## src/rtl/id_pipe_control_pkg.sv

```systemverilog
// Shared opcode patterns, ALUOp encodings and control bundle type for the
// LEGv8 pipelined ID-stage control.
package id_pipe_control_pkg;

    localparam logic [1:0] ALUOp_RTYPE  = 2'b10;
    localparam logic [1:0] ALUOp_DTYPE  = 2'b00;
    localparam logic [1:0] ALUOp_BRANCH = 2'b01;

    // Each opcode is a pattern plus a care-mask; zero mask bits are don't-cares.
    localparam logic [10:0] OP_ADD    = 11'b10001011000;
    localparam logic [10:0] OP_SUB    = 11'b11001011000;
    localparam logic [10:0] OP_AND    = 11'b10001010000;
    localparam logic [10:0] OP_ORR    = 11'b10101010000;
    localparam logic [10:0] OP_ADDI   = 11'b10010001000;
    localparam logic [10:0] OP_SUBI   = 11'b11010001000;
    localparam logic [10:0] OP_LDUR   = 11'b11111000010;
    localparam logic [10:0] OP_STUR   = 11'b11111000000;
    localparam logic [10:0] OP_CBZ    = 11'b10110100000;
    localparam logic [10:0] OP_CBNZ   = 11'b10110101000;
    localparam logic [10:0] OP_B      = 11'b00010100000;

    localparam logic [10:0] MASK_FULL = 11'b11111111111;
    localparam logic [10:0] MASK_IMM  = 11'b11111111110;
    localparam logic [10:0] MASK_CB   = 11'b11111111000;
    localparam logic [10:0] MASK_B    = 11'b11111100000;

    typedef struct packed {
        logic       reg2_loc;
        logic       uncondbranch;
        logic       branch;
        logic       branch_nz;
        logic       mem_read;
        logic       mem_to_reg;
        logic       mem_write;
        logic       alu_src;
        logic       reg_write;
        logic [1:0] alu_op;
    } ctrl_t;

    typedef enum logic {
        R2_RM = 1'b0,
        R2_RD = 1'b1
    } r2_sel_e;

    function automatic logic op_match(input logic [10:0] op,
                                      input logic [10:0] pat,
                                      input logic [10:0] mask);
        return ((op ^ pat) & mask) == 11'b0;
    endfunction

endpackage

```

## src/rtl/id_pipe_control_decode.sv

```systemverilog
// Purely combinational opcode decode: control bundle, illegal flag and which
// register sources the instruction reads.
module control_decode
    import id_pipe_control_pkg::*;
#(
    parameter bit EN_IMM  = 1'b1,
    parameter bit EN_CBNZ = 1'b1
) (
    input  logic [10:0] opcode_i,
    output ctrl_t       ctrl_o,
    output logic        illegal_o,
    output logic        uses_rn_o,
    output logic        uses_r2_o,
    output r2_sel_e     r2_sel_o
);

    always_comb begin
        ctrl_o    = '0;
        illegal_o = 1'b0;
        uses_rn_o = 1'b0;
        uses_r2_o = 1'b0;
        r2_sel_o  = R2_RM;

        if (op_match(opcode_i, OP_ADD, MASK_FULL) || op_match(opcode_i, OP_SUB, MASK_FULL) ||
            op_match(opcode_i, OP_AND, MASK_FULL) || op_match(opcode_i, OP_ORR, MASK_FULL)) begin
            ctrl_o.reg_write = 1'b1;
            ctrl_o.alu_op    = ALUOp_RTYPE;
            uses_rn_o        = 1'b1;
            uses_r2_o        = 1'b1;
        end else if (EN_IMM && (op_match(opcode_i, OP_ADDI, MASK_IMM) ||
                                op_match(opcode_i, OP_SUBI, MASK_IMM))) begin
            ctrl_o.alu_src   = 1'b1;
            ctrl_o.reg_write = 1'b1;
            ctrl_o.alu_op    = ALUOp_RTYPE;
            uses_rn_o        = 1'b1;
        end else if (op_match(opcode_i, OP_LDUR, MASK_FULL)) begin
            ctrl_o.mem_read   = 1'b1;
            ctrl_o.mem_to_reg = 1'b1;
            ctrl_o.alu_src    = 1'b1;
            ctrl_o.reg_write  = 1'b1;
            ctrl_o.alu_op     = ALUOp_DTYPE;
            uses_rn_o         = 1'b1;
        end else if (op_match(opcode_i, OP_STUR, MASK_FULL)) begin
            ctrl_o.reg2_loc  = 1'b1;
            ctrl_o.mem_write = 1'b1;
            ctrl_o.alu_src   = 1'b1;
            ctrl_o.alu_op    = ALUOp_DTYPE;
            uses_rn_o        = 1'b1;
            uses_r2_o        = 1'b1;
            r2_sel_o         = R2_RD;
        end else if (op_match(opcode_i, OP_CBZ, MASK_CB)) begin
            ctrl_o.reg2_loc = 1'b1;
            ctrl_o.branch   = 1'b1;
            ctrl_o.alu_op   = ALUOp_BRANCH;
            uses_r2_o       = 1'b1;
            r2_sel_o        = R2_RD;
        end else if (EN_CBNZ && op_match(opcode_i, OP_CBNZ, MASK_CB)) begin
            ctrl_o.reg2_loc  = 1'b1;
            ctrl_o.branch    = 1'b1;
            ctrl_o.branch_nz = 1'b1;
            ctrl_o.alu_op    = ALUOp_BRANCH;
            uses_r2_o        = 1'b1;
            r2_sel_o         = R2_RD;
        end else if (op_match(opcode_i, OP_B, MASK_B)) begin
            ctrl_o.uncondbranch = 1'b1;
            ctrl_o.alu_op       = ALUOp_BRANCH;
        end else begin
            illegal_o = 1'b1;
        end
    end

endmodule

```

## src/rtl/id_pipe_control.sv

```systemverilog
// ID-stage control for the LEGv8 pipeline: decode into ID/EX, load-use stall
// with bubble insertion, branch flush, illegal-opcode flag and stall counter.
module id_pipe_control
    import id_pipe_control_pkg::*;
#(
    parameter int REG_AW  = 5,
    parameter int CNT_W   = 16,
    parameter bit EN_IMM  = 1'b1,
    parameter bit EN_CBNZ = 1'b1
) (
    input  logic              clk,
    input  logic              rst_n,
    input  logic              id_valid,
    input  logic [10:0]       id_opcode,
    input  logic [REG_AW-1:0] id_rn,
    input  logic [REG_AW-1:0] id_rm,
    input  logic [REG_AW-1:0] id_rd,
    input  logic              ex_flush,
    output logic              if_stall,
    output logic              id_flush,
    output logic              ex_valid,
    output logic              ex_reg2_loc,
    output logic              ex_uncondbranch,
    output logic              ex_branch,
    output logic              ex_branch_nz,
    output logic              ex_mem_read,
    output logic              ex_mem_to_reg,
    output logic              ex_mem_write,
    output logic              ex_alu_src,
    output logic              ex_reg_write,
    output logic [1:0]        ex_alu_op,
    output logic [REG_AW-1:0] ex_rd,
    output logic              illegal_sticky,
    output logic [CNT_W-1:0]  stall_count
);

    localparam logic [REG_AW-1:0] ZERO_REG = '1;

    ctrl_t             dec_ctrl;
    logic              dec_illegal;
    logic              dec_uses_rn;
    logic              dec_uses_r2;
    r2_sel_e           dec_r2_sel;
    logic [REG_AW-1:0] id_r2;
    logic              hazard;

    ctrl_t             ctrl_q, ctrl_d;
    logic              valid_q, valid_d;
    logic [REG_AW-1:0] rd_q, rd_d;
    logic              sticky_q, sticky_d;
    logic [CNT_W-1:0]  cnt_q, cnt_d;

    control_decode #(
        .EN_IMM  (EN_IMM),
        .EN_CBNZ (EN_CBNZ)
    ) u_decode (
        .opcode_i  (id_opcode),
        .ctrl_o    (dec_ctrl),
        .illegal_o (dec_illegal),
        .uses_rn_o (dec_uses_rn),
        .uses_r2_o (dec_uses_r2),
        .r2_sel_o  (dec_r2_sel)
    );

    assign id_r2 = (dec_r2_sel == R2_RD) ? id_rd : id_rm;

    // A load writing XZR never produces a value, so it cannot cause a stall.
    always_comb begin
        hazard = valid_q && ctrl_q.mem_read && (rd_q != ZERO_REG) && id_valid &&
                 ((dec_uses_rn && (id_rn == rd_q)) || (dec_uses_r2 && (id_r2 == rd_q)));
    end

    assign if_stall = hazard && !ex_flush;
    assign id_flush = ex_flush;

    // Flush, stall, invalid and illegal slots all load a fully zeroed bubble.
    always_comb begin
        valid_d  = 1'b0;
        ctrl_d   = '0;
        rd_d     = '0;
        sticky_d = sticky_q | (id_valid & dec_illegal);
        cnt_d    = cnt_q;

        if (!ex_flush && !hazard && id_valid && !dec_illegal) begin
            valid_d = 1'b1;
            ctrl_d  = dec_ctrl;
            rd_d    = id_rd;
        end

        if (if_stall && (cnt_q != {CNT_W{1'b1}})) begin
            cnt_d = cnt_q + CNT_W'(1);
        end
    end

    always_ff @(posedge clk or negedge rst_n) begin
        if (!rst_n) begin
            valid_q  <= 1'b0;
            ctrl_q   <= '0;
            rd_q     <= '0;
            sticky_q <= 1'b0;
            cnt_q    <= '0;
        end else begin
            valid_q  <= valid_d;
            ctrl_q   <= ctrl_d;
            rd_q     <= rd_d;
            sticky_q <= sticky_d;
            cnt_q    <= cnt_d;
        end
    end

    assign ex_valid        = valid_q;
    assign ex_reg2_loc     = ctrl_q.reg2_loc;
    assign ex_uncondbranch = ctrl_q.uncondbranch;
    assign ex_branch       = ctrl_q.branch;
    assign ex_branch_nz    = ctrl_q.branch_nz;
    assign ex_mem_read     = ctrl_q.mem_read;
    assign ex_mem_to_reg   = ctrl_q.mem_to_reg;
    assign ex_mem_write    = ctrl_q.mem_write;
    assign ex_alu_src      = ctrl_q.alu_src;
    assign ex_reg_write    = ctrl_q.reg_write;
    assign ex_alu_op       = ctrl_q.alu_op;
    assign ex_rd           = rd_q;
    assign illegal_sticky  = sticky_q;
    assign stall_count     = cnt_q;

endmodule

```

## config.mk

```make
export PLATFORM = sky130hd
export DESIGN_NAME = id_pipe_control
export DESIGN_NICKNAME = d
export VERILOG_FILES = /design/src/rtl/id_pipe_control_pkg.sv /design/src/rtl/id_pipe_control_decode.sv /design/src/rtl/id_pipe_control.sv
export SDC_FILE = /design/constraint.sdc
export NUM_CORES = 1
export LEC_CHECK = 0
export CORE_MARGIN = 2
export CORE_UTILIZATION = 44
export DETAILED_ROUTE_END_ITERATION = 16
export PLACE_DENSITY = 0.8
export SYNTH_ARGS = -nofsm -noshare
export SYNTH_HDL_FRONTEND = slang
export SYNTH_SLANG_ARGS = --single-unit
```

## constraint.sdc

```tcl
create_clock -name clk -period 4.7 [get_ports clk]
set_input_delay 1.41 -clock clk [delete_from_list [all_inputs] [get_ports clk]]
set_output_delay 1.41 -clock clk [all_outputs]
set_load 0.02 [all_outputs]
```

### Word-level counts from Yosys, hierarchy flattened

Index checks and enable logic that the tools add are counted.

| word-level totals | value |
|---|---|
| register bits after elaboration | 34 |
| output and inout bits | 36 |
| word-level logic and storage cells | 106 |

| cells by class | value |
|---|---|
| add/subtract/negate cells | 1 |
| eq/ne operators | 4 |
| muxes and demuxes | 44 |
| bitwise operators | 13 |
| reduce and logical (&&, ||, !) cells | 30 |

Operators by type and width:

| kind | number |
|---|---|
| $logic_not A11 Y1 | 11 |
| $mux W1 | 28 |
| $add A16 B1 Y16 const B | 1 |
| $ne A16 B16 Y1 const B | 1 |
| $not A4 Y4 | 4 |
| $not A5 Y5 | 3 |
| $mux W2 | 7 |
| $logic_and A1 B1 Y1 | 11 |
| $mux W11 | 1 |
| $eq A5 B5 Y1 | 2 |
| $mux W5 | 2 |
| $mux W4 | 2 |
| $mux W8 | 1 |
| $mux W7 | 1 |
| $mux W3 | 2 |
| $not A3 Y3 | 2 |
| $not A6 Y6 | 1 |
| $logic_or A1 B1 Y1 | 5 |
| $ne A5 B5 Y1 const B | 1 |
| $logic_not A1 Y1 | 3 |
| $not A2 Y2 | 1 |
| $and A1 B1 Y1 | 1 |
| $or A1 B1 Y1 | 1 |

### Longest topological paths before layout

| depth | value |
|---|---|
| word-level depth | 18 |
| depth in mapped cells | 10 |
| gate-level depth less buffers | 8 |

### Hierarchy

A second synthesis with hierarchy kept.

| second synthesis, totals | value |
|---|---|
| cell total of the unflattened synthesis | 171 |
| area, all modules | 1,875.5 um^2 |

By module, submodules not included:

| module | instances | cells each | area each (um^2) |
|---|---|---|---|
| id_pipe_control | 1 | 141 | 1,666.6 |
| control_decode | 1 | 30 | 209.0 |

### Least setup slack after synthesis

No wires, ideal clock.

| path | value |
|---|---|
| path kind | input port to output port |
| start | input port id_opcode[0] |
| end | output port if_stall |
| data arrival time | 2,989 ps |
| required time | 3,290 ps |
| slack | 301 ps |
| stages | 7 |
| buffers on the path | 0 |
| cells stage by stage | or3b_1 or4_4 nand3_2 nand4_4 nand2_1 nand2_1 nor2_1 |

| between the ends | value |
|---|---|
| cells in the longest elaborated chain, start to end | 11 |

Ends and longest elaborated chain:

| element | RTL line | text |
|---|---|---|
| from (decl) | id_pipe_control.sv:14 | `input logic [10:0] id_opcode,` |
| $logic_not A11 Y1 | id_pipe_control_pkg.sv:48 | `return ((op ^ pat) & mask) == 11'b0;` |
| $mux W1 or $logic_or A1 B1 Y1 (tied branches) | id_pipe_control_decode.sv:43, id_pipe_control_decode.sv:24 |  |
| $mux W1 or $logic_or A1 B1 Y1 (tied branches) | id_pipe_control_decode.sv:36, id_pipe_control_decode.sv:24 |  |
| $mux W1 or $logic_or A1 B1 Y1 (tied branches) | id_pipe_control_decode.sv:30, id_pipe_control_decode.sv:25 |  |
| $mux W1 | id_pipe_control_decode.sv:24 | `if (op_match(opcode_i, OP_ADD, MASK_FULL) \|\| op_match(opcode_i, OP_SUB, MASK_FULL) \|\|` |
| $mux W5 | id_pipe_control.sv:65 | `assign id_r2 = (dec_r2_sel == R2_RD) ? id_rd : id_rm;` |
| $eq A5 B5 Y1 | id_pipe_control.sv:70 | `((dec_uses_rn && (id_rn == rd_q)) \|\| (dec_uses_r2 && (id_r2 == rd_q)));` |
| $logic_and A1 B1 Y1 | id_pipe_control.sv:70 |  |
| $logic_or A1 B1 Y1 * | id_pipe_control.sv:70 |  |
| $logic_and A1 B1 Y1 * | id_pipe_control.sv:69 | `hazard = valid_q && ctrl_q.mem_read && (rd_q != ZERO_REG) && id_valid &&` |
| $logic_and A1 B1 Y1 * | id_pipe_control.sv:73 | `assign if_stall = hazard && !ex_flush;` |
| to (decl) | id_pipe_control.sv:19 | `output logic if_stall,` |

Mark *: on every way between the ends. The rest lies on a longest branch, timed or not.

### Final worst setup path

| path | value |
|---|---|
| start | input port id_opcode[3] |
| end | output port if_stall |

| between the ends | value |
|---|---|
| cells in the longest elaborated chain, start to end | 14 |

Ends and longest elaborated chain:

| element | RTL line | text |
|---|---|---|
| $not A5 Y5 (no source line) | -- |  |
| $logic_not A11 Y1 | id_pipe_control_pkg.sv:48 |  |
| $mux W1 | id_pipe_control_decode.sv:57 | `end else if (EN_CBNZ && op_match(opcode_i, OP_CBNZ, MASK_CB)) begin` |
| $mux W1 | id_pipe_control_decode.sv:51 | `end else if (op_match(opcode_i, OP_CBZ, MASK_CB)) begin` |
| $mux W1 | id_pipe_control_decode.sv:43 | `end else if (op_match(opcode_i, OP_STUR, MASK_FULL)) begin` |
| $mux W1 | id_pipe_control_decode.sv:36 | `end else if (op_match(opcode_i, OP_LDUR, MASK_FULL)) begin` |
| $mux W1 | id_pipe_control_decode.sv:30 | `end else if (EN_IMM && (op_match(opcode_i, OP_ADDI, MASK_IMM) \|\|` |
| $mux W1 | id_pipe_control_decode.sv:24 |  |
| $mux W5 | id_pipe_control.sv:65 |  |
| $eq A5 B5 Y1 | id_pipe_control.sv:70 |  |
| $logic_and A1 B1 Y1 | id_pipe_control.sv:70 |  |
| $logic_or A1 B1 Y1 * | id_pipe_control.sv:70 |  |
| $logic_and A1 B1 Y1 * | id_pipe_control.sv:69 |  |
| $logic_and A1 B1 Y1 * | id_pipe_control.sv:73 |  |

Marked as above.

==> impl_metrics.ini <==
[status]
status = complete, no violations

[hold_path]
min_path_type = register to register

[timing]
fin_ws_ns = 0.04927
slew_headroom_pct = 72.59
post-route-min-period_ns = 4.651
timing.final.crit_share_pct = 98.95
clock_skew_ns = 0.005949
setup_viol = 0
report.final.slew_viol_count = 0
fmax_ghz = 0.2150
worstMarginPinSlew_ns = 0.4112
finalHoldViolCount = 0
whs_ns = 0.4825

[power]
p_leak_uw = 0.001278
ir_worst_vdd_mv = 0.1887
powerDensity_nw_per_um2 = 199.6

[global_route]
grt_pass1_wl_um = 7251
overflow = 0
grt_max_degree = 34
antenna_found_initial = 0
grt_use_total_pct = 21.48
grt_pass1_vias = 1594

[routing]
wl_um = 4569
via_per_inst = 5.162
vias = 1621
drcViolationCount = 0
firstDrtPassIters = 4
wl_per_cell_um = 14.55
antenna_left = 0
drt_iter0_markers = 66

[cts]
clk_pin_slew_worst_paths_ns = 0.06
cts.sinks = 33
cts_hold_repair.buffers = 0
clock-root-buffer = clkbuf_8
htreeDepth = 2
cts_tree = built
cts_buffers = 5
clock_latency_ns = 0.28
clk_path_buf_depth = 2

[synth]
yosys_warnings = 0
ys_seq_area_share_pct = 46.68
synth_area_per_cell_sq_um = 10.53
synth_xor_area_share_pct = 13.86
syn_area_sq_um = 1769
synth_nets = 199
yosysUniqueCellTypes = 47
synth_fa_ha_area_share_pct = 0.7072
synthMuxAreaShare_pct = 1.202
ys_top_cells_by_area = dfrtp_1, xnor2_1, and3_1
synthArstFlopShare_pct = 100.0
syn_inst = 168
synth-simple-area-share_pct = 26.52
synth_top_area_share_pct = 46.68
synth_compound_area_share_pct = 7.779
synth_edf_count = 0
ys_ff_latch = 33
synth_top_flop_cell = dfrtp_1
yosys.area.top_type = dfrtp_1
synth_top_family_by_area = simple AND/OR/NAND/NOR gates

[cells_and_area]
layout_common_cells = clkdlybuf4s50_1, dfrtp_1, buf_4
num_antenna_cells = 0
final_common_cell = clkdlybuf4s50_1
drive_gt1_share_pct = 20.08
final_nets = 295
syn2layout_area_growth_pct = 59.55
layout.cells.non_filler = 314
largest_reg_flops = 16
final_cell_area_sq_um = 2823
fill_cells = 291

[setup_path]
cp_data_arrival_time_ns = 3.24
critPathKind = input pin to output port
worstSetupStartpoint = id_opcode[3]
startpoint_type = input pin
critical_path.max_fanout = 3
crit-reg2reg-launch = stall_count[0]
crit_path_end_kind = output port
endpoint = if_stall
reg2reg_depth = 8
required_ns = 3.29
regToRegSetupSlack_ns = 2.34
r2r-end = stall_count[1]

[placed_design]
portBuffers = 65
place.detailed.hpwl_um = 3435
post-place-ws_ns = -0.6215
dp_cells = 304
place_congestion = 0.8830
placed_area_sq_um = 2643

[floorplanning]
dieWidth_um = 67.41
core_area_sq_um = 3943
chipHeight_um = 67.41
start_util_pct = 44.87
ioPinCount = 66
core.rowCount = 23
die_area_sq_um = 4544

[job]
drv_cap = 0
[synth_stat cells (2+ instances only)]
cell type  count
nor2_1        10
inv_1          5
nor3b_1        2
nand3_1        6
and2_1         9
nand4_1        7
and3_1        11
o211ai_1       2
nand2b_1       4
a21oi_1        3
xor2_1         4
nor3_1         3
nand2_1       10
dfrtp_1       33
buf_4          2
xnor2_1       24
o21ai_0        3
[what timing repair did]
action / CTS / global route
gates resized for setup: 11 / 12
pin swaps: 3 / 5
buffers inserted: 1 / 2
setup endpoints to repair: 1 / 1
[cell type report]
| cell class | instances | area [sq um] | area share, % |
|---|---|---|---|
| Sequential cell | 33 | 825.8 | 29.26 |
| Multi-Input combinational cell | 124 | 948.4 | 33.60 |
| Inverter | 6 | 22.52 | 0.7979 |
| Tap cell | 50 | 62.56 | 2.216 |
| Clock buffer | 7 | 86.33 | 3.059 |
| Timing Repair Buffer | 94 | 877.1 | 31.07 |
[cells by family after synthesis]
group,Yosys count
AO/OA/AOI/OAI,18
XOR/XNOR,28
adder cells (fa/ha/maj),1
buffers and inverters,11
flip-flops,33
multiplexers,2
AND/OR/NAND/NOR,75
[critical path, stage by stage]
cell	delay, ns
clkdlybuf4s50_1	0.50
nand2b_4	0.20
or4_4	0.55
nand3_4	0.09
nand4_4	0.08
nand2_1	0.07
nand2_1	0.05
nor2_1	0.14
buf_4	0.16
[power breakdown]
part           leakage, uW  switching [uW]  internal (uW)
Clock            0.0000443            92.5            116
Sequential        0.000456           0.346            284
Combinational     0.000777            29.1           41.2
[worst min-delay path by stage]
stage / startpoint / to / slack (ns) / depth (start not counted)
after CTS: illegal_sticky / illegal_sticky / 0.49 / 1
after global routing: stall_count[12] / stall_count[12] / 0.52 / 1
after floorplan: illegal_sticky / illegal_sticky / 0.57 / 1
after detailed placement: illegal_sticky / illegal_sticky / 0.47 / 1
final: illegal_sticky / illegal_sticky / 0.48 / 1
after global placement: illegal_sticky / illegal_sticky / 0.46 / 1
[per-stage QoR]
stage          power [uW]  TNS (ns)  utilization, %
6_report            563.5         0           71.60
4_1_cts             568.1         0           69.95
3_5_place_dp        355.8   -0.6215           67.03
5_1_grt             592.0  -0.01452           71.60
2_1_floorplan       306.4         0               -
3_3_place_gp        354.9   -0.5852           67.03
[layer usage]
| metal | share of wire (%) | track usage [%] | vias up |
|---|---|---|---|
| met5 | 0 | 0 | - |
| met1 | 43 | 27.91 | 760 |
| li1 | - | - | 785 |
| met4 | 1.5 | 4.592 | 0 |
| met2 | 49 | 35.64 | 68 |
| met3 | 6.3 | 6.167 | 8 |
Power figures use the tool's default switching activity.
==> RTL edit 1: new RTL, same settings <==
`EN_IMM` is set to 1'b1 in 2 places; all go to 1'b0.
--- a/src/rtl/id_pipe_control_decode.sv
+++ b/src/rtl/id_pipe_control_decode.sv
@@ -4,5 +4,5 @@
     import id_pipe_control_pkg::*;
 #(
-    parameter bit EN_IMM  = 1'b1,
+    parameter bit EN_IMM  = 1'b0,
     parameter bit EN_CBNZ = 1'b1
 ) (
--- a/src/rtl/id_pipe_control.sv
+++ b/src/rtl/id_pipe_control.sv
@@ -6,5 +6,5 @@
     parameter int REG_AW  = 5,
     parameter int CNT_W   = 16,
-    parameter bit EN_IMM  = 1'b1,
+    parameter bit EN_IMM  = 1'b0,
     parameter bit EN_CBNZ = 1'b1
 ) (
Behaviour: not the same (Yosys sat finds a counterexample within 4 cycles, from zero or initial values and one cycle with rst_n low).
==> RTL edit 1 against the unedited design <==
  * Non-clock buffer count down 6
  * Count of clock-buffer cells in the layout unchanged
  * Hold slack lost 0.024 ns
  * Final area decreased by 4.7%
  * Total power is 0.39% lower
  * Highest routed layer unchanged
  * Sequential cell count stayed put
  * Via count decreased by 0.86%
  * Sequential power is essentially flat
  * Combinational power shrank 13%
  * Area after synthesis fell by 4.2%
  * Clock power is 3% higher
  * Setup slack better by 0.021 ns
  * Largest cell class unchanged
  * Routed wire length fell by 4.4%
  * Register-to-register slack got worse by 0.25 ns
==> RTL edit 1: results (changes against the unedited design) <==
setup_path:
  reg2reg_from: "ex_rd[4]"  # was stall_count[0]
  startpoint: "id_opcode[2]"  # was id_opcode[3]
  timing.rr.end: "ex_mem_read"  # was stall_count[1]
  reg2reg_slack_ns: 2.09  # was 2.34 ns
  worstRegToRegCells: 11  # was 8
  path_max_fanout: 4  # was 3
  cp_top_family: "simple AND/OR/NAND/NOR gates"  # unchanged
  arrival_ns: 3.22  # was 3.24 ns
timing:
  fin_worst_skew_ns: 0.0106  # was 0.00595 ns
  setup_ws_ns: 0.0704  # was 0.0493 ns
  timing.hold.ws_ns: 0.459  # was 0.482 ns
  max_slew.worst_pin.slew_ns: 0.435  # was 0.411 ns
synthesis:
  synth_compound_area_share_pct: 9.67  # was 7.78%
  synthTopCellsByArea: "dfrtp_1, xnor2_1, nand4_1, xor2_1, nand3_1"  # was dfrtp_1, xnor2_1, and3_1, and2_1, nand4_1
  synth_fa_ha_area_share_pct: 0.738  # was 0.707%
  synth-xor-area-share_pct: 13.4  # was 13.9%
  yosysUniqueCellTypes: 41  # was 47
  synth-seq-area-share_pct: 48.7  # was 46.7%
  syn_nets: 193  # was 199
  synth_mux_area_share_pct: 1.25  # was 1.20%
  synth_common_cells: "dfrtp_1, xnor2_1, nor2_1"  # was dfrtp_1, xnor2_1, and3_1
  syn_avg_cell_area_um2: 10.5  # about the same
cells_and_area:
  drive_gt1_share_pct: 18.8  # was 20.1%
  fillCellCount: 287  # was 291
  largest_reg_flops: 16  # unchanged
  nNetsFinal: 281  # was 295
placement:
  place_congestion: 0.768  # was 0.883
  dpl-instance-area_um2: 2510  # was 2640 um^2
  pre_cts_slack_ns: -0.656  # was -0.622 ns
  dp_cells: 287  # was 304
  hpwl_mm: 3.09  # was 3.43 mm
global_route:
  grt_pass1_wl_mm: 7.10  # was 7.25 mm
  grt.overflow.total: 0  # unchanged
  first_global_vias: 1522  # was 1594
  grtUsageTotal_pct: 21.5  # about the same
route:
  wl_mm: 4.37  # was 4.57 mm
  wl_met3_um: 269  # was 287 um
  wl_met1_mm: 1.91  # was 1.95 mm
  wl_met2_mm: 2.12  # was 2.26 mm
  wire_per_inst_um: 14.7  # was 14.6 um
  vias: 1607  # was 1621
min_path:
  hold_start: "illegal_sticky"  # unchanged
  holdPathEnd: "illegal_sticky"  # unchanged
power_and_ir_drop:
  p_int_mw: 0.436  # was 0.442 mW
  p_clk_mw: 0.216  # was 0.209 mW
  p_leak_nw: 1.18  # was 1.28 nW
  vdd_drop_max_v: 0.000168  # was 0.000189 V
  clkPwrFrac_pct: 38.5  # was 37.0%
status:
  status: "completed"  # unchanged
## RTL edit 1: area by class of cell
class,count,area (um^2),area share [%]
Timing Repair Buffer,88,826,30.7
Multi-Input combinational cell,116,868,32.3
Inverter,6,22.5,0.838
Sequential cell,33,826,30.7
Tap cell,48,60.1,2.23
Clock buffer,7,86.3,3.21
## RTL edit 1: metal layers
metal	GRT usage, %	vias to the layer above
li1	-	751
met1	28.2	788
met5	0	-
met3	4.09	7
met4	7.65	0
met2	35.7	61
## RTL edit 1: repair_timing
action | CTS | global route
endpoints found under the setup margin | 1 | 1
gates resized for setup | 22 | 5
pin swaps | 5 | 6
buffers inserted | 2 | 2
## RTL edit 1: cell families after synthesis
family,Yosys count
compound gates,20
fa+ha+maj,1
mux,2
xor+xnor,26
flops,33
buf+inv,13
simple gates,67
==> RTL edit 2: new RTL, same flow settings <==
Without the edit above. Reset style: synchronous (`rst_n`), changed in one clocked block.
--- a/src/rtl/id_pipe_control.sv
+++ b/src/rtl/id_pipe_control.sv
@@ -93,5 +93,5 @@
     end
 
-    always_ff @(posedge clk or negedge rst_n) begin
+    always_ff @(posedge clk) begin
         if (!rst_n) begin
             valid_q  <= 1'b0;
Check against the original RTL: differs if rst_n is asserted again (counterexample within 4 cycles, from zero or initial values and one cycle with rst_n low); with rst_n held inactive, the same outputs for 10 cycles.
==> RTL edit 2 against the unedited design <==
  * First-iteration DRC count up 110%
  * Routed wire length up 22%
  * Sequential cell count unchanged
  * Non-clock buffer count unchanged
  * Final area up 5.9%
  * Total power up 13%
  * Die area up 7.8%
  * Area after synthesis up 8.3%
  * Fmax down 0.62%
  * Synthesized cell count up 39%
  * Critical path depth unchanged
  * Setup slack worse by 0.029 ns
  * Critical path type unchanged
==> RTL edit 2: results (changes against the unedited design) <==
status:
  status: "completed"  # unchanged
cells_and_area:
  nNetsFinal: 357  # was 295
  antenna_cells: 0  # unchanged
  drive_gt1_share_pct: 19.0  # was 20.1%
  fillCellCount: 349  # was 291
synthesis:
  synth_common_cells: "dfxtp_1, a21oi_1, nand2_1"  # was dfrtp_1, xnor2_1, and3_1
  yosysUniqueCellTypes: 54  # was 47
  ys_warn_count: 0  # unchanged
  syn_nets: 265  # was 199
  synth-seq-area-share_pct: 34.5  # was 46.7%
  synthTopCellsByArea: "dfxtp_1, a21oi_1, nand2_1, nor2_1, nand4_1"  # was dfrtp_1, xnor2_1, and3_1, and2_1, nand4_1
  syn_avg_cell_area_um2: 8.19  # was 10.5 um^2
  async_flop_share_pct: 0  # was 100%
  synthFlopType: "dfxtp_1"  # was dfrtp_1
setup_path:
  slowest_stage: "clkdlybuf4s50_1"  # was or4_4
  path_max_fanout: 6  # was 3
  cpPeakStageDelay_ns: 0.51  # was 0.55 ns
  arrival_ns: 3.27  # was 3.24 ns
route:
  wl_mm: 5.58  # was 4.57 mm
  vias: 2157  # was 1621
  drt_iter0_drc: 136  # was 66
  vias_per_cell: 5.69  # was 5.16
  dr.pass1.iters: 4  # unchanged
placement:
  pre_cts_slack_ns: -0.457  # was -0.622 ns
  place_congestion: 0.877  # was 0.883
  dp_cells: 365  # was 304
  portBuffers: 65  # unchanged
  hpwl_mm: 3.81  # was 3.43 mm
  dpl-instance-area_um2: 2740  # was 2640 um^2
global_route:
  grtUsageTotal_pct: 22.4  # was 21.5%
  first_global_vias: 2054  # was 1594
  grt.overflow.total: 0  # unchanged
  grt_pass1_wl_mm: 9.01  # was 7.25 mm
  grt_max_degree: 24  # was 34
  antenna_found_initial: 0  # unchanged
timing:
  finalHoldViolations: 0  # unchanged
  relSlewSlack_pct: 49.2  # was 72.6%
  fin_worst_skew_ns: 0.00498  # was 0.00595 ns
min_path:
  min_path_type: "reg2reg"  # unchanged
clocking:
  root_buffer: "clkbuf_8"  # unchanged
  h-tree-depth: 2  # unchanged
  clk_pin_slew_worst_paths_ns: 0.07
  clk_path_buf_depth: 2  # unchanged
  cts_buffers: 5  # unchanged
  clk_latency_ns: 0.29
power_and_ir_drop:
  p_leak_nw: 1.11  # was 1.28 nW
  vdd_drop_max_v: 0.000158  # was 0.000189 V
==> RTL edit 2: cell count changes after synthesis, sizes merged, moves of 8 or more <==
cell   unedited run  this run
a21oi             3        23
and3             11         1
dfrtp            33         0
dfxtp             0        33
inv               6        14
nand2            10        21
nor2             10        19
xnor2            24         3
==> RTL edit 2: final cells by class <==
type / instances / area (um^2) / share of cell area, %
Multi-Input combinational cell: 178 / 1210 / 40.6
Timing Repair Buffer: 94 / 881 / 29.5
Sequential cell: 33 / 661 / 22.1
Clock buffer: 7 / 86.3 / 2.89
Tap cell: 52 / 65.1 / 2.18
Inverter: 14 / 52.6 / 1.76
Clock inverter: 1 / 30.0 / 1.00
==> RTL edit 2: cell families (layout without fill, tap and decap cells) <==
| family | Yosys count | count (layout) | synth area share (%) |
|---|---|---|---|
| muxes | 4 | 4 | 2.09 |
| adders and majority gates | 1 | 1 | 0.653 |
| xor gates and xnor gates | 7 | 7 | 3.20 |
| DFF | 33 | 33 | 34.5 |
| AOI/OAI and AO/OA | 56 | 56 | 19.8 |
| and+or+nand+nor | 110 | 110 | 33.7 |
| buffers and inverters | 23 | 116 | 6.07 |
==> RTL edit 2: report_power, final <==
part,switching [mW],total (mW),internal (mW)
registers,0.000453,0.281,0.280
logic,0.0314,0.0744,0.0429
clock network,0.109,0.282,0.173
==> RTL edit 2: timing repair <==
item,in CTS,in global routing
setup buffers,0,6
pin swaps,2,9
gates resized for setup,10,19
setup endpoints to repair,1,1
==> RTL edit 2: routing by layer <==
| metal | vias to the layer above | part of all wire, % | GRT usage (%) |
|---|---|---|---|
| met5 | - | 0 | 0 |
| met4 | 0 | 2.4 | 8.97 |
| met3 | 16 | 6.2 | 5.77 |
| met2 | 86 | 50 | 39.5 |
| met1 | 1003 | 41 | 25.9 |
| li1 | 1052 | - | - |
==> RTL edit 2: worst paths after layout <==
kind / from / endpoint / slack [ns] / depth (start not counted)
max: id_opcode[9] / if_stall / 0.02 / 9
min: stall_count[7] / stall_count[7] / 0.47 / 2
max reg2reg: ex_rd[1] / ex_alu_src / 2.20 / 8
min reg2reg: stall_count[7] / stall_count[7] / 0.47 / 2
==> RTL edit 2: critical path: cells and delay by family <==
kind                   cells  cell delay [ns]
AOI/OAI and AO/OA          2             0.29
buffers and inverters      3             0.86
and+or+nand+nor            4             0.71
==> RTL edit 2: stage by stage <==
| stage | total power, mW | TNS (ns) | utilization (%) |
|---|---|---|---|
| floorplan | 0.312 | 0 | - |
| global placement | 0.353 | -0.399 | 64.3 |
| detailed placement | 0.355 | -0.457 | 64.3 |
| CTS | 0.634 | 0 | 67.5 |
| global route | 0.657 | -0.0499 | 70.1 |
| finish | 0.637 | 0 | 70.1 |
